**config.mk**
```make
export PLATFORM = sky130hd
export DESIGN_NAME = truth_table_sweep_ctrl
export DESIGN_NICKNAME = d
export VERILOG_FILES = /design/src/rtl/truth_table_sweep_ctrl.sv
export SDC_FILE = /design/constraint.sdc
export NUM_CORES = 1
export LEC_CHECK = 0
export CAP_MARGIN = 20
export CORE_AREA = 4 4 98 82
export CTS_CLUSTER_SIZE = 40
export DETAILED_ROUTE_END_ITERATION = 6
export DIE_AREA = 0 0 102 86
export GPL_ROUTABILITY_DRIVEN = 0
export PLACE_DENSITY = 0.44
export SLEW_MARGIN = 10
export SYNTH_ARGS = -nofsm -noshare
export SYNTH_HDL_FRONTEND = slang
export SYNTH_SLANG_ARGS = --single-unit
```
**constraint.sdc**
```tcl
create_clock -name clk -period 4 [get_ports clk]
set_input_delay 1 -clock clk [delete_from_list [all_inputs] [get_ports clk]]
set_output_delay 1 -clock clk [all_outputs]
set_load 0.1 [all_outputs]
```
**src/rtl/truth_table_sweep_ctrl.sv**
```systemverilog
// Truth-table characterisation sequencer: walks every input vector of an N-input gate,
// samples its (possibly asynchronous) output after a settle interval and scores it.
module truth_table_sweep_ctrl #(
  parameter int                   N_IN          = 3,
  parameter logic [(1<<N_IN)-1:0] EXPECTED      = 8'hF4,
  parameter int                   SETTLE_CYCLES = 4,
  parameter int                   SYNC_STAGES   = 2
) (
  input  logic                   clk,
  input  logic                   rst_n,
  input  logic                   start,
  input  logic                   abort,
  output logic [N_IN-1:0]        dut_in,
  input  logic                   dut_out,
  output logic                   busy,
  output logic                   done,
  output logic                   pass,
  output logic [(1<<N_IN)-1:0]   captured,
  output logic [N_IN:0]          fail_count,
  output logic [N_IN-1:0]        first_fail_idx
);

  localparam logic [7:0]      SETTLE_LAST = 8'(SETTLE_CYCLES - 1);
  localparam logic [N_IN-1:0] IDX_LAST    = '1;

  typedef enum logic [1:0] {IDLE, SETTLE, SAMPLE, DONE} state_t;

  state_t          state;
  logic [N_IN-1:0] idx;
  logic [7:0]      cnt;

  logic [SYNC_STAGES-1:0] sync_q;
  logic [SYNC_STAGES:0]   sync_d;
  logic                   sample;
  logic [N_IN-1:0]        pos;

  // Tables are stored MSB-first, so vector k lives at bit 2^N_IN-1-k, i.e. ~k.
  assign pos    = ~idx;
  assign sync_d = {sync_q, dut_out};
  assign sample = sync_q[SYNC_STAGES-1];

  always_ff @(posedge clk or negedge rst_n) begin
    if (!rst_n) begin
      sync_q <= '0;
    end else begin
      sync_q <= sync_d[SYNC_STAGES-1:0];
    end
  end

  always_ff @(posedge clk or negedge rst_n) begin
    if (!rst_n) begin
      state          <= IDLE;
      idx            <= '0;
      cnt            <= '0;
      dut_in         <= '0;
      busy           <= 1'b0;
      done           <= 1'b0;
      pass           <= 1'b0;
      captured       <= '0;
      fail_count     <= '0;
      first_fail_idx <= '0;
    end else begin
      done <= 1'b0;
      if (abort && state != IDLE) begin
        // Partial results are deliberately left in place for post-mortem inspection.
        state  <= IDLE;
        busy   <= 1'b0;
        dut_in <= '0;
        pass   <= 1'b0;
        cnt    <= '0;
      end else begin
        case (state)
          IDLE: begin
            if (start && !abort) begin
              captured       <= '0;
              fail_count     <= '0;
              first_fail_idx <= '0;
              pass           <= 1'b0;
              idx            <= '0;
              dut_in         <= '0;
              cnt            <= '0;
              busy           <= 1'b1;
              state          <= SETTLE;
            end
          end
          SETTLE: begin
            if (cnt == SETTLE_LAST) begin
              cnt   <= '0;
              state <= SAMPLE;
            end else begin
              cnt <= cnt + 1'b1;
            end
          end
          SAMPLE: begin
            captured[pos] <= sample;
            if (sample != EXPECTED[pos]) begin
              fail_count <= fail_count + 1'b1;
              if (fail_count == '0) begin
                first_fail_idx <= idx;
              end
            end
            if (idx == IDX_LAST) begin
              state <= DONE;
            end else begin
              idx    <= idx + 1'b1;
              dut_in <= idx + 1'b1;
              state  <= SETTLE;
            end
          end
          DONE: begin
            done   <= 1'b1;
            pass   <= (fail_count == '0);
            busy   <= 1'b0;
            dut_in <= '0;
            state  <= IDLE;
          end
          default: state <= IDLE;
        endcase
      end
    end
  end

endmodule
```
==> qor.yml, run 1 <==
crit_path_max_fanout: 5
number_of_warnings_issued_by_yosys: 0
timing.fmax_mhz: 350.3
cts.path.max_buffers: 2
path_cells: "clkdlybuf4s50_1"
floorplan.die.height_um: 86
synth_seq_area_share_pct: 43.85
timing.critical_path.required_ns: 3.00
clock_slew_at_the_register_clock_pins_of_the_worst_setup_and_hold_paths_ns: 0.07
period_minus_slack_ns: 2.854
finalNonFillerCells: 317
netlist_top_cells_area: "sky130_fd_sc_hd__dfrtp_1, sky130_fd_sc_hd__ha_1, sky130_fd_sc_hd__o21ai_0, sky130_fd_sc_hd__inv_1, sky130_fd_sc_hd__a22o_1"
final-max-slew-violation-count: 0
end_point_of_the_worst_hold_path: "sync_q[1]"
route.antenna.remaining_nets: 0
worstHoldStart: "sync_q[0]"
crit_path_end_kind: "primary output"
antenna_found_initial: 0
start_util_pct: 28.75
cp-start-kind: "register"
routed-via-count: 1540
track_usage_pct: 11.60
timing.rr.start: "state[0]"
share_of_synthesized_flip_flops_with_an_asynchronous_set_or_reset_pct: 100.0
ys.flop_type: "sky130_fd_sc_hd__dfrtp_1"
ctsRootBufferMaster: "sky130_fd_sc_hd__clkbuf_8"
core.rowCount: 28
synth_top_cell_by_area: "sky130_fd_sc_hd__dfrtp_1"
final_hold_violation_count: 0
cts_tree: "done"
wire_length_of_the_first_global_routing_pass_mm: 8.121
placed_area_sq_um: 2360
worstMarginPinSlew_ns: 0.9765
cts-resized-gates: 0
place_inst: 309
reg2regPathDepth: 6
grt_pass1_vias: 1613
drc_errors: 0
layout-area-overhead-vs-synth_pct: 19.43
yosys-top-cells-count: "sky130_fd_sc_hd__dfrtp_1, sky130_fd_sc_hd__o21ai_0, sky130_fd_sc_hd__inv_1"
dp.final_hpwl_mm: 3.256
clock_insertion_delay_worst_skew_ns: 0.29
numCtsBuffers: 5
worst_ir_drop_vdd_mv: 0.2301
largest_net_degree_at_the_start_of_global_routing: 37
cts_setup_buffers: 0
final_area_sq_um: 2454
setup_violations: 0
critical_path.n_buffers_inverters: 1
cts_sinks: 36
final.setup_skew_ns: 0.009307
critical_path.reg2reg.endpoint: "first_fail_idx[2]"
critical-path-max-stage-delay_ns: 1.16
critPathSlowestCell: "sky130_fd_sc_hd__clkdlybuf4s50_1"
timing.critical_path.max_delay_family: "buffers and inverters"
post-synth-top-area-fraction_pct: 43.85
die_width_um: 102
yosys.cell_count.top_type: "sky130_fd_sc_hd__dfrtp_1"
synth_top_family_by_area: "compound AO/OA/AOI/OAI gates"
yosys_register_bits: 36
design.die.area_sq_um: 8772
io_buffer_count: 25
avgRoutedWirePerCell_um: 14.21
yosys.area_share.xor_xnor_pct: 1.705
synth_compound_area_share_pct: 19.91
mean_instance_size_in_the_synthesized_netlist_sq_um: 10.12
core_region_sq_um: 7147
synth_adder_area_share_pct: 6.699
synth_cell_types: 53
worstSetupPathType: "reg -> out"
n_antenna_cell: 0
final_layout_size_suffix_gt1_share_pct: 11.45
count_of_maximum_capacitance_violations: 0
simple_logic_cell_fraction_of_the_synthesized_area_pct: 18.27
post-route-period-util_pct: 71.36
run_status: "completed"
power_density_nw_per_um2: 607.3
post-layout-total-power_mw: 1.490
cts_hold_buffers: 0
syn-instance-count: 203
r2r_setup_slk_ns: 1.75
violation_count_after_the_first_detailed_route_iteration: 55
static-leakage-power_nw: 1.009
ctsHtreeMaxLevel: 2
io-pin-count: 26
viasPerCell: 4.858
unrepaired_setup_endpoints_after_global_routing: "false"
routed_wirelength_mm: 4.506
syn_nets: 219
arrival_time_reported_for_the_critical_path_endpoint_ns: 1.85
first_pass_iters: 4
design.final.nets: 242
synth.cell_area_sq_um: 2054
slew_headroom_pct: 34.70
gr-total-overflow: 0
setup_total_negative_slack_ns: 0
worstHoldPathCells: 0
holdCritPathClass: "reg -> reg"
muxShareOfSynthArea_pct: 4.080
synth_enable_flop_cells: 0
## worst max-delay path by stage
stage | from | to | slack, ns | cells after the start
detailed placement | abort | dut_in[0] | 1.24 | 5
global placement | abort | dut_in[0] | 1.26 | 5
floorplan | fail_count[0] | first_fail_idx[0] | 1.91 | 5
finish | fail_count[2] | fail_count[2] | 1.15 | 1
global route | fail_count[2] | fail_count[2] | 1.09 | 1
CTS | fail_count[2] | fail_count[2] | 1.12 | 1
## kinds of logic after synthesis
kind of cell,after synthesis
adders and majority gates,11
muxes,7
xor gates and xnor gates,4
buffers and inverters,25
and+or+nand+nor,62
AOI/OAI and AO/OA,58
DFF,36
## final cells by class
| cell class | instances | area [sq um] |
|---|---|---|
| clock inverters | 1 | 7.507 |
| inverters | 16 | 60.06 |
| fillers | 770 | 4693 |
| well taps | 90 | 112.6 |
| multi-input cells | 142 | 1041 |
| repair buffers | 25 | 245.2 |
| clock buffers | 7 | 86.33 |
| flip-flops and latches | 36 | 900.9 |
## through the flow
step                utilization, %  setup slack, ns  hold WS (ns)
finish                       34.33            1.146        0.3632
global route                 34.33            1.086        0.3830
CTS                          34.33            1.117        0.3647
detailed placement           33.02            1.236        0.3471
global placement             33.02            1.263        0.3472
floorplan                        -            1.910        0.3312
## cell usage in the layout, fill, tap and decap left out, types with 4 or more instances in the layout
| cell | instances |
|---|---|
| sky130_fd_sc_hd__a21oi_1 | 7 |
| sky130_fd_sc_hd__a22o_1 | 6 |
| sky130_fd_sc_hd__clkbuf_8 | 6 |
| sky130_fd_sc_hd__clkdlybuf4s50_1 | 24 |
| sky130_fd_sc_hd__dfrtp_1 | 36 |
| sky130_fd_sc_hd__ha_1 | 11 |
| sky130_fd_sc_hd__inv_1 | 14 |
| sky130_fd_sc_hd__nand2_1 | 12 |
| sky130_fd_sc_hd__nand2b_1 | 5 |
| sky130_fd_sc_hd__nand3_1 | 10 |
| sky130_fd_sc_hd__nand4b_1 | 4 |
| sky130_fd_sc_hd__nor2_1 | 8 |
| sky130_fd_sc_hd__nor3_1 | 5 |
| sky130_fd_sc_hd__o21a_1 | 4 |
| sky130_fd_sc_hd__o21ai_0 | 17 |
| sky130_fd_sc_hd__o22ai_1 | 5 |
| sky130_fd_sc_hd__o31ai_1 | 4 |
| sky130_fd_sc_hd__xnor2_1 | 4 |
## report_power, final
group	switching (mW)	internal, mW	total, mW
logic	0.494	0.227	0.721
registers	0.0798	0.419	0.499
clock network	0.130	0.140	0.270
## routing by layer
layer / vias to the layer above / GRT usage, % / routed length (um)
li1: 787 / - / -
met1: 726 / 17.59 / 2456
met2: 22 / 16.05 / 1847
met3: 5 / 2.602 / 143
met4: 0 / 3.933 / 59
met5: - / 0 / 0
## state kept, by name, indices dropped and copies added (netlist names), 2 cells and up
signal,count
captured,8
cnt,8
dut_in,3
fail_count,4
first_fail_idx,3
idx,3
state,2
sync_q,2
Note: power is estimated with default switching activity, not from simulation.
==> inputs of run 2 (changes only) <==
==> constraint.sdc (replaced) <==
create_clock -name clk -period 2.8 [get_ports clk]
set_input_delay 0.7 -clock clk [delete_from_list [all_inputs] [get_ports clk]]
set_output_delay 0.7 -clock clk [all_outputs]
set_load 0.1 [all_outputs]
==> run 2 against run 1 <==
Count of clock-buffer cells in the layout unchanged. Power increased by 44%. Wire length increased by 0.93%. Critical path type is now reg -> reg. Critical endpoint is now idx[0].
==> qor.yml, run 2 (synthesis gave the netlist of run 1 again) <==
io-pin-count: 26  # unchanged
finalNonFillerCells: 320  # +0.95%
core_region_sq_um: 7147  # unchanged
timing.critical_path.required_ns: 2.98  # -0.02 ns
layout.filler_cells: 750  # -2.6%
clock_insertion_delay_worst_skew_ns: 0.29  # about the same
antenna_found_initial: 0  # unchanged
post-layout-total-power_mw: 2.150  # +44%
ctsHtreeMaxLevel: 2  # unchanged
routed_wirelength_mm: 4.548  # +0.93%
core.rowCount: 28  # unchanged
cts_sinks: 36  # unchanged
floorplan.die.height_um: 86  # unchanged
drc_errors: 0  # unchanged
violation_count_after_the_first_detailed_route_iteration: 61  # +11%
layout-area-overhead-vs-synth_pct: 17.97
reg2regPathDepth: 6  # unchanged
route.antenna.remaining_nets: 0  # unchanged
layout.cells.most_common: "sky130_fd_sc_hd__dfrtp_1"
cts_hold_buffers: 0  # unchanged
final_layout_size_suffix_gt1_share_pct: 21.74  # +10 points
arrival_time_reported_for_the_critical_path_endpoint_ns: 2.35  # +0.50 ns
numCtsBuffers: 5  # unchanged
ff_latch_area_sq_um: 900.9  # unchanged
multi_input_area_sq_um: 1041  # unchanged
worstHoldPathCells: 0  # unchanged
top_regs: "captured: 8 flops, cnt: 8 flops, fail_count: 4 flops"
wire_length_of_the_first_global_routing_pass_mm: 7.748  # -4.6%
worstMarginPinSlew_ns: 0.8351  # -0.1414 ns
r2r_setup_slk_ns: 0.63  # -1.12 ns
worstHoldStart: "sync_q[0]"
period_minus_slack_ns: 2.171
holdCritPathClass: "reg -> reg"
n_antenna_cell: 0  # unchanged
design.die.area_sq_um: 8772  # unchanged
clock_slew_at_the_register_clock_pins_of_the_worst_setup_and_hold_paths_ns: 0.07  # about the same
final.setup_skew_ns: 0.005348  # -0.003959 ns
gr-total-overflow: 0  # unchanged
dp.final_hpwl_mm: 3.230  # -0.79%
crit_path_end_kind: "register"
static-leakage-power_nw: 1.066  # +5.6%
timing.rr.start: "state[1]"
grt_pass1_vias: 1458  # -9.6%
timing.fmax_mhz: 460.6
track_usage_pct: 11.25  # -0.35 points
worst_ir_drop_vdd_mv: 0.3943  # +71%
routed-via-count: 1541  # +0.065%
commonest_non_fill_non_tap_cells_in_the_layout: "sky130_fd_sc_hd__dfrtp_1, sky130_fd_sc_hd__buf_4, sky130_fd_sc_hd__o21ai_0, sky130_fd_sc_hd__inv_1, sky130_fd_sc_hd__nand2_1"
post-route-period-util_pct: 77.55
design.final.nets: 245  # +1.2%
ctsRootBufferMaster: "sky130_fd_sc_hd__clkbuf_8"
die_width_um: 102  # unchanged
setup_violations: 0  # unchanged
first_pass_iters: 4  # unchanged
place_inst: 312  # +0.97%
slew_headroom_pct: 44.33  # +9.6 points
worstSetupPathType: "reg -> reg"
largest_net_degree_at_the_start_of_global_routing: 37  # unchanged
avgRoutedWirePerCell_um: 14.21  # about the same
cts-resized-gates: 0  # unchanged
cts.path.max_buffers: 2  # unchanged
viasPerCell: 4.816  # -0.87%
final_hold_violation_count: 0  # unchanged
io_buffer_count: 25  # unchanged
cts_setup_buffers: 0  # unchanged
run_status: "completed"
unrepaired_setup_endpoints_after_global_routing: "false"
cp-start-kind: "register"
count_of_maximum_capacitance_violations: 0  # unchanged
critical_path.reg2reg.endpoint: "idx[0]"
fin_util_pct: 33.91  # -0.42 points
crit_path_max_fanout: 13  # +8
cts_tree: "done"
final-max-slew-violation-count: 0  # unchanged
power_density_nw_per_um2: 886.9  # +46%
start_util_pct: 28.75  # unchanged
setup_total_negative_slack_ns: 0  # unchanged
end_point_of_the_worst_hold_path: "sync_q[1]"
critical_path.startpoint: "state[1]"
## run 2: cell types whose count changed in the layout (fill, tap and decap cells not counted)
cell and delta:
sky130_fd_sc_hd__clkdlybuf4s50_1 -21, sky130_fd_sc_hd__buf_4 +24
## run 2: final cells by class
class	instances	area share (%)
clock buffers	7	3.562
clock inverters	1	0.3098
flip-flops and latches	36	37.17
repair buffers	28	8.880
well taps	90	4.646
inverters	16	2.478
multi-input cells	142	42.95
## run 2: worst max-delay path, cell delays in order (launching register included)
cell and delay, ns:
sky130_fd_sc_hd__dfrtp_1 0.43, sky130_fd_sc_hd__inv_1 0.18, sky130_fd_sc_hd__ha_1 0.48, sky130_fd_sc_hd__mux2_4 0.36
sky130_fd_sc_hd__nand2_1 0.25, sky130_fd_sc_hd__nor3_2 0.09, sky130_fd_sc_hd__mux2_2 0.26
## run 2: worst max path at each step
| stage | cells after the start | slack (ns) | endpoint |
|---|---|---|---|
| 3_3_place_gp | 5 | 0.38 | dut_in[0] |
| 2_1_floorplan | 5 | 0.71 | first_fail_idx[0] |
| 5_1_grt | 6 | 0.45 | idx[0] |
| 4_1_cts | 6 | 0.60 | idx[0] |
| 6_report | 6 | 0.63 | idx[0] |
| 3_5_place_dp | 5 | 0.37 | dut_in[0] |
## run 2: report_power, final
group          internal (mW)  total [mW]  leakage, nW  switching (mW)
Clock                  0.200       0.400       0.0445           0.200
Combinational          0.327        1.07        0.531           0.739
Sequential             0.599       0.683        0.491          0.0846
## run 2: per-stage QoR
step | hold WS [ns] | cell area [sq um] | setup WS (ns)
final | 0.3643 | 2424 | 0.6287
after global routing | 0.3849 | 2424 | 0.4528
after CTS | 0.3645 | 2424 | 0.5956
after detailed placement | 0.3464 | 2330 | 0.3671
after global placement | 0.3502 | 2330 | 0.3762
after floorplan | 0.3312 | 2054 | 0.7102
## run 2: layer usage
layer  wire [um]  vias up  track usage (%)
li1            -      791                -
met1        2466      729            16.84
met2        1873       19            15.52
met3         168        2            3.577
met4          39        0            2.861
met5           0        -                0
